## src/rtl/crc_stream_engine.sv

```systemverilog
// crc_stream_engine: streaming Rocksoft-model CRC (1..64 bit) generator/checker over framed DATA_W-bit beats.
// Latency: one beat per cycle (fully unrolled); result register valid one cycle after the eop beat is accepted.
// Backpressure: s_ready drops only while a result is held and m_ready is low; clear flushes everything.
module crc_stream_engine #(
    parameter int unsigned      CRC_W   = 8,
    parameter logic [CRC_W-1:0] POLY    = CRC_W'(8'h31),
    parameter logic [CRC_W-1:0] INIT    = {CRC_W{1'b1}},
    parameter int unsigned      DATA_W  = 8,
    parameter bit               REFIN   = 1'b0,
    parameter bit               REFOUT  = 1'b0,
    parameter logic [CRC_W-1:0] XOROUT  = {CRC_W{1'b0}},
    parameter logic [CRC_W-1:0] RESIDUE = {CRC_W{1'b0}},
    parameter int unsigned      LEN_W   = 16
) (
    input  logic              i_clk,
    input  logic              i_rst_n,
    input  logic              i_clear,
    input  logic              i_s_valid,
    output logic              o_s_ready,
    input  logic [DATA_W-1:0] i_s_data,
    input  logic              i_s_sop,
    input  logic              i_s_eop,
    output logic              o_m_valid,
    input  logic              i_m_ready,
    output logic [CRC_W-1:0]  o_m_crc,
    output logic              o_m_ok,
    output logic [LEN_W-1:0]  o_m_len,
    output logic              o_frame_abort
);

    localparam logic [0:0] ST_IDLE = 1'b0;
    localparam logic [0:0] ST_BUSY = 1'b1;

    // One beat through the LFSR: optional per-byte reflection, then all bits MSB-first.
    function automatic logic [CRC_W-1:0] f_crc_beat(input logic [CRC_W-1:0] lfsr_in,
                                                    input logic [DATA_W-1:0] data);
        logic [CRC_W-1:0]  l;
        logic [DATA_W-1:0] d;
        logic              fb;
        l = lfsr_in;
        d = data;
        if (REFIN) begin
            for (int b = 0; b < int'(DATA_W / 8); b++) begin
                for (int j = 0; j < 8; j++) begin
                    d[int'(DATA_W) - 8 - 8*b + j] = data[int'(DATA_W) - 1 - 8*b - j];
                end
            end
        end
        for (int i = int'(DATA_W) - 1; i >= 0; i--) begin
            fb = l[CRC_W-1] ^ d[i];
            l  = (l << 1) ^ (fb ? POLY : {CRC_W{1'b0}});
        end
        return l;
    endfunction

    // Full-width bit reversal used for REFOUT.
    function automatic logic [CRC_W-1:0] f_rev(input logic [CRC_W-1:0] v);
        logic [CRC_W-1:0] r;
        for (int i = 0; i < int'(CRC_W); i++) begin
            r[i] = v[int'(CRC_W) - 1 - i];
        end
        return r;
    endfunction

    logic [0:0]       r_state;
    logic [CRC_W-1:0] r_lfsr;
    logic [LEN_W-1:0] r_cnt;
    logic             r_m_valid;
    logic [CRC_W-1:0] r_m_crc;
    logic             r_m_ok;
    logic [LEN_W-1:0] r_m_len;
    logic             r_abort;

    logic             w_s_ready;
    logic             w_accept;
    logic             w_restart;
    logic             w_take;
    logic [CRC_W-1:0] w_lfsr_base;
    logic [CRC_W-1:0] w_lfsr_next;
    logic [LEN_W-1:0] w_cnt_base;
    logic [LEN_W-1:0] w_cnt_next;
    logic [CRC_W-1:0] w_crc_out;

    // Input stalls only while an unread result would otherwise be overwritten.
    assign w_s_ready   = !(r_m_valid && !i_m_ready);
    assign w_accept    = i_s_valid && w_s_ready;
    // A beat starts from INIT when it opens a frame (sop) or when no frame is open.
    assign w_restart   = i_s_sop || (r_state == ST_IDLE);
    // Beats without sop while idle are ignored entirely.
    assign w_take      = w_accept && (i_s_sop || (r_state == ST_BUSY));
    assign w_lfsr_base = w_restart ? INIT : r_lfsr;
    assign w_cnt_base  = w_restart ? {LEN_W{1'b0}} : r_cnt;
    assign w_lfsr_next = f_crc_beat(w_lfsr_base, i_s_data);
    assign w_cnt_next  = (&w_cnt_base) ? w_cnt_base : w_cnt_base + LEN_W'(1);
    assign w_crc_out   = (REFOUT ? f_rev(w_lfsr_next) : w_lfsr_next) ^ XOROUT;

    // Frame state, running LFSR/count and the held result register.
    always_ff @(posedge i_clk or negedge i_rst_n) begin
        if (!i_rst_n) begin
            r_state   <= ST_IDLE;
            r_lfsr    <= INIT;
            r_cnt     <= '0;
            r_m_valid <= 1'b0;
            r_m_crc   <= '0;
            r_m_ok    <= 1'b0;
            r_m_len   <= '0;
            r_abort   <= 1'b0;
        end else if (i_clear) begin
            r_state   <= ST_IDLE;
            r_lfsr    <= INIT;
            r_cnt     <= '0;
            r_m_valid <= 1'b0;
            r_abort   <= 1'b0;
        end else begin
            r_abort <= w_accept && i_s_sop && (r_state == ST_BUSY);
            if (w_take && i_s_eop) begin
                // Frame closes: publish result, rearm for the next sop.
                r_state   <= ST_IDLE;
                r_lfsr    <= INIT;
                r_cnt     <= '0;
                r_m_valid <= 1'b1;
                r_m_crc   <= w_crc_out;
                r_m_ok    <= (w_lfsr_next == RESIDUE);
                r_m_len   <= w_cnt_next;
            end else begin
                if (w_take) begin
                    r_state <= ST_BUSY;
                    r_lfsr  <= w_lfsr_next;
                    r_cnt   <= w_cnt_next;
                end
                if (r_m_valid && i_m_ready) begin
                    r_m_valid <= 1'b0;
                end
            end
        end
    end

    assign o_s_ready     = w_s_ready;
    assign o_m_valid     = r_m_valid;
    assign o_m_crc       = r_m_crc;
    assign o_m_ok        = r_m_ok;
    assign o_m_len       = r_m_len;
    assign o_frame_abort = r_abort;

endmodule

```

## config.mk

```make
export PLATFORM = sky130hd
export DESIGN_NAME = crc_stream_engine
export DESIGN_NICKNAME = d
export VERILOG_FILES = /design/src/rtl/crc_stream_engine.sv
export SDC_FILE = /design/constraint.sdc
export NUM_CORES = 1
export LEC_CHECK = 0
export CORE_MARGIN = 2
export CORE_UTILIZATION = 55
export CTS_BUF_LIST = sky130_fd_sc_hd__clkbuf_4 sky130_fd_sc_hd__clkbuf_8 sky130_fd_sc_hd__clkbuf_16
export CTS_CLUSTER_SIZE = 40
export DETAILED_ROUTE_END_ITERATION = 12
export GPL_TIMING_DRIVEN = 1
export PLACE_DENSITY = 0.8
export SYNTH_ARGS = -nofsm -noshare
export SYNTH_HDL_FRONTEND = slang
export SYNTH_SLANG_ARGS = --single-unit
```

## constraint.sdc

```tcl
create_clock -name i_clk -period 3.03 [get_ports i_clk]
set_input_delay 0.303 -clock i_clk [delete_from_list [all_inputs] [get_ports i_clk]]
set_output_delay 0.303 -clock i_clk [all_outputs]
set_load 0.01 [all_outputs]
```

# Word-level counts from Yosys, hierarchy flattened
# Cells that the tools add are included.
# word_totals
input_bits	15
register_bits	52
word_cells	67
out_inout_bits	28
# op_classes
muxes	24
reduce_logical	16
n_bitwise	18
n_addsub	1
# op_table
operator	n
2-to-1 mux 16 bit	5
XOR 8 x 6 -> 8 bit	8
2-to-1 mux 6 bit	8
2-to-1 mux 8 bit	4
adder 16 x 1 -> 16 bit, second input constant	1
AND reduction 16 bit	1
logical NOT 8 bit	1
XOR 1 bit	8
logical AND 1 bit	7
2-to-1 mux 1 bit	7
nonzero test 3 bit	2
logical NOT 1 bit	2
logical OR 1 bit	2
NOT 1 bit	2
AND reduction 2 bit	1

# Longest topological paths before layout
# logic_depth
word_depth	30
mapped_depth	13
mapped_depth_nobuf	9

# Worst setup path before layout
# No wires, ideal clock.
# synth_path
kind	reg-to-reg
from	register r_state
to	register r_cnt[10]
slack_ps	514
setup_time_ps	122
path_stages_with_launch	14
n_path_buf	4
arrival_time_ps	2394
t_required_ps	2908
synth_period_minus_slack_ps	2516
cell_sequence	dfrtp_1 buf_6 and2b_1 buf_6 nand2_1 inv_1 ha_1 buf_2 and4b_1 buf_2 nand3_1 a311oi_1 o21ai_0 a32o_1
# synth_via
elab_chain_cells	8
word_cells_on_any_way	13
classes_between	add/sub: 1; mux: 5; bitwise: 1; reduce/logical: 6
# synth_lines
item	line	rtl
from (decl)	65	logic [0:0] r_state;
from (signal assigned)	100	r_state <= ST_IDLE;
from (signal assigned)	109	r_state <= ST_IDLE;
from (signal assigned)	118	r_state <= ST_IDLE;
NOT 1 bit	88	assign w_restart = i_s_sop || (r_state == ST_IDLE);
logical OR 1 bit	88	
2-to-1 mux 16 bit	92	assign w_cnt_base = w_restart ? {LEN_W{1'b0}} : r_cnt;
adder 16 x 1 -> 16 bit or AND reduction 16 bit (tied branches)	94	assign w_cnt_next = (&w_cnt_base) ? w_cnt_base : w_cnt_base + LEN_W'(1);
2-to-1 mux 16 bit	94	
2-to-1 mux 16 bit	126	if (w_take) begin
2-to-1 mux 16 bit	116	if (w_take && i_s_eop) begin
2-to-1 mux 16 bit	108	end else if (i_clear) begin
to (signal assigned)	129	r_cnt <= w_cnt_next;
to (decl)	67	logic [LEN_W-1:0] r_cnt;
# Several ways; a longest one is shown, not always the timed one. The select of a mux whose other input is x is not followed.
# A chain may end at the register's enable or synchronous reset.

# Final worst setup path
# layout_path
from	input i_s_sop
to	register r_cnt[10]
# layout_via
elab_chain_cells	7
word_cells_on_any_way	12
classes_between	add/sub: 1; mux: 5; reduce/logical: 6
# layout_lines
item	line	rtl
from (decl)	21	input logic i_s_sop,
logical OR 1 bit	88	
2-to-1 mux 16 bit	92	
adder 16 x 1 -> 16 bit or AND reduction 16 bit (tied branches)	94	
2-to-1 mux 16 bit	94	
2-to-1 mux 16 bit	126	
2-to-1 mux 16 bit	116	
2-to-1 mux 16 bit	108	
# Several ways; a longest one is shown, not always the timed one. The select of a mux whose other input is x is not followed.

==> impl_metrics.ini <==
[sta]
finalCriticalPeriod_ps = 2560
max_freq_mhz = 390
fin_skew_ps = 9.44
tns_ps = 0
slew_headroom = 0.279
finalHoldViolations = 0
rsz0062_at_grt = false
fin_crit_sh = 0.846
setup_viol_count_final = 0
hold_slack_ps = 187
drv_slew = 0
worst_pin_slew_ps = 1080

[run]
maxCapViolations = 0

[power_and_ir_drop]
max-vdd-ir-drop_uv = 286
power_density_nw_per_um2 = 413
p_leak_nw = 1.55
power.total_w = 0.00153

[global_routing]
grt_max_degree = 50
grt_pass1_vias = 2495
grt_pass1_wl_mm = 12.0
grt_usage = 0.244
grt-ovfl-total = 0
antenna_found_initial = 0

[clock_tree]
ctsHoldBuffers = 0
root_buffer = clkbuf_8
cts_setup_buffers = 0
tritoncts = done
ctsResizeCount = 0
cts.sinks = 52
cts_made_buffers = 5
worstSkewPairLatency_ps = 310
ctsHtreeMaxLevel = 2
cts.clk_slew.worst_paths_ps = 100
cts_buffer_depth = 2

[place]
hpwl_mm = 4.79
io_buffers = 42
placedCellCount = 422
place_congestion = 0.954

[die]
row_count = 27
die_h_um = 79.5
fp.dieW_um = 79.5
ios = 43
start_util = 0.569
core_um2 = 5510
dieArea_um2 = 6320

[critical_path]
end_kind = register
arrival_ps = 2770
critPathLaunchType = input port
cp_max_fo = 6
cp.required_ps = 3240
worst-setup-path-type = in -> reg

[layout]
syn_to_final_growth_pct = 18.4
num_antenna_cells = 0
utilization = 0.674
layout-drive-gt1-share = 0.120
stdcell_count = 430
nNetsFinal = 373

[yosys]
syn_area_um2 = 3140
syn_area_per_cell_um2 = 9.92
syn_nets = 332
synth_async_sr_flop_share = 1.00
ys_seq_elements = 52
synth_edf_count = 0
synth_cells = 316
seq_area_frac_synth = 0.418
synth_area_leaders = dfrtp_1 (35%), dfstp_2 (6.7%), o21ai_0 (5.1%)
synth_top_area_cell = dfrtp_1
synthFlopType = dfrtp_1
synth_top_area_share = 0.351
yosysWarnings = 0
ys_types = 56

[route]
antenna_left = 0
vias_per_cell = 5.98
num_vias = 2573
drt-initial-drc-count = 270
first_pass_iters = 5
routed_wl_mm = 6.98
drc = 0
wl_per_cell_um = 16.2

[hold_path]
hold_path.class = in -> async

[run_status]
status = completed
routing by layer:
metal / global-route usage / wire, um / part of all wire / vias up
met5: 0 / 0 / 0 / -
met3: 0.0452 / 384 / 0.055 / 25
met1: 0.345 / 3230 / 0.46 / 1232
li1: - / - / - / 1217
met2: 0.374 / 3180 / 0.46 / 99
met4: 0.0966 / 183 / 0.026 / 0
per-stage QoR:
| stage | setup WS (ps) | cell area (um^2) |
|---|---|---|
| after CTS | 536 | 3710 |
| final | 468 | 3710 |
| after floorplan | 514 | 3140 |
| after global placement | 368 | 3610 |
| after detailed placement | 214 | 3610 |
| after global routing | 332 | 3710 |
path summary, 6_finish.rpt:
check                                start         end  slack, ps  depth (start not counted)
worst max-delay path               i_s_sop   r_cnt[10]        470                         10
worst min-delay path               i_rst_n  o_m_crc[5]        190                          1
worst max register to register     r_state   r_cnt[10]        600                          9
worst min register to register  o_m_crc[3]  o_m_crc[3]        480                          2
max in group asynchronous          i_rst_n   r_lfsr[1]       2090                          2
min in group i_clk              o_m_crc[3]  o_m_crc[3]        480                          2
Yosys cell counts (5+ instances only):
| cell type | n |
|---|---|
| xor2_1 | 13 |
| nand2_1 | 40 |
| dfstp_2 | 8 |
| dfrtp_1 | 44 |
| xnor2_1 | 18 |
| and3_1 | 8 |
| xnor3_1 | 5 |
| a21oi_1 | 16 |
| o21ai_0 | 32 |
| clkbuf_1 | 10 |
| a32o_1 | 8 |
| nor2_1 | 19 |
| nand3_1 | 10 |
| a21o_1 | 5 |
logic make-up (layout without fill, tap and decap cells):
kind of cell | Yosys count | after routing | share of synthesized area
simple gates | 112 | 112 | 0.196
compound gates | 86 | 86 | 0.193
flops | 52 | 52 | 0.418
xor+xnor | 38 | 38 | 0.133
buf+inv | 22 | 64 | 0.0387
mux | 5 | 5 | 0.0172
fa+ha+maj | 1 | 1 | 0.00399
worst max-delay path, cell delays in order:
cell and delay [ps]:
clkdlybuf4s50_1 410, and2b_1 250, nand2_1 80, inv_1 90, ha_1 160, and4b_1 310, nand3_1 250, a311oi_1 510
o21ai_0 150, a32o_1 250
placed cells by master, fill, tap and decap left out, types with 3 or more instances in the layout:
cell,n
clkdlybuf4s50_1,41
nor4_1,4
dfrtp_1,44
o21ai_0,32
and3_1,8
mux2_2,3
and4b_1,3
a211oi_1,3
nand3_1,10
a22o_1,3
inv_1,3
dfstp_2,8
a21o_1,5
nor2_1,19
and2_1,3
buf_4,11
clkbuf_8,6
o22a_1,4
xnor3_1,5
a21oi_1,16
xnor2_1,18
a32o_1,8
nand2_1,40
xor2_1,13
registers in the layout (all words and copies together) (netlist names):
name / flops
o_m_ok: 1
o_m_len: 16
o_frame_abort: 1
r_cnt: 16
o_m_valid: 1
r_lfsr: 8
r_state: 1
o_m_crc: 8
report_power, final:
part	total [W]	internal, W	switching [W]
clock	0.000430	0.000205	0.000225
sequential	0.000774	0.000746	0.0000282
combinational	0.000330	0.000182	0.000147
total	0.00153	0.00113	0.000401
cell type report:
cell class	count	area [um^2]
inverter	3	11.3
timing repair buffer	53	498
multi-input combinational	242	1700
clock buffer	8	97.6
fill	441	1800
tap	72	90.1
sequential	52	1310
Note: power is estimated with default switching activity, not from simulation.
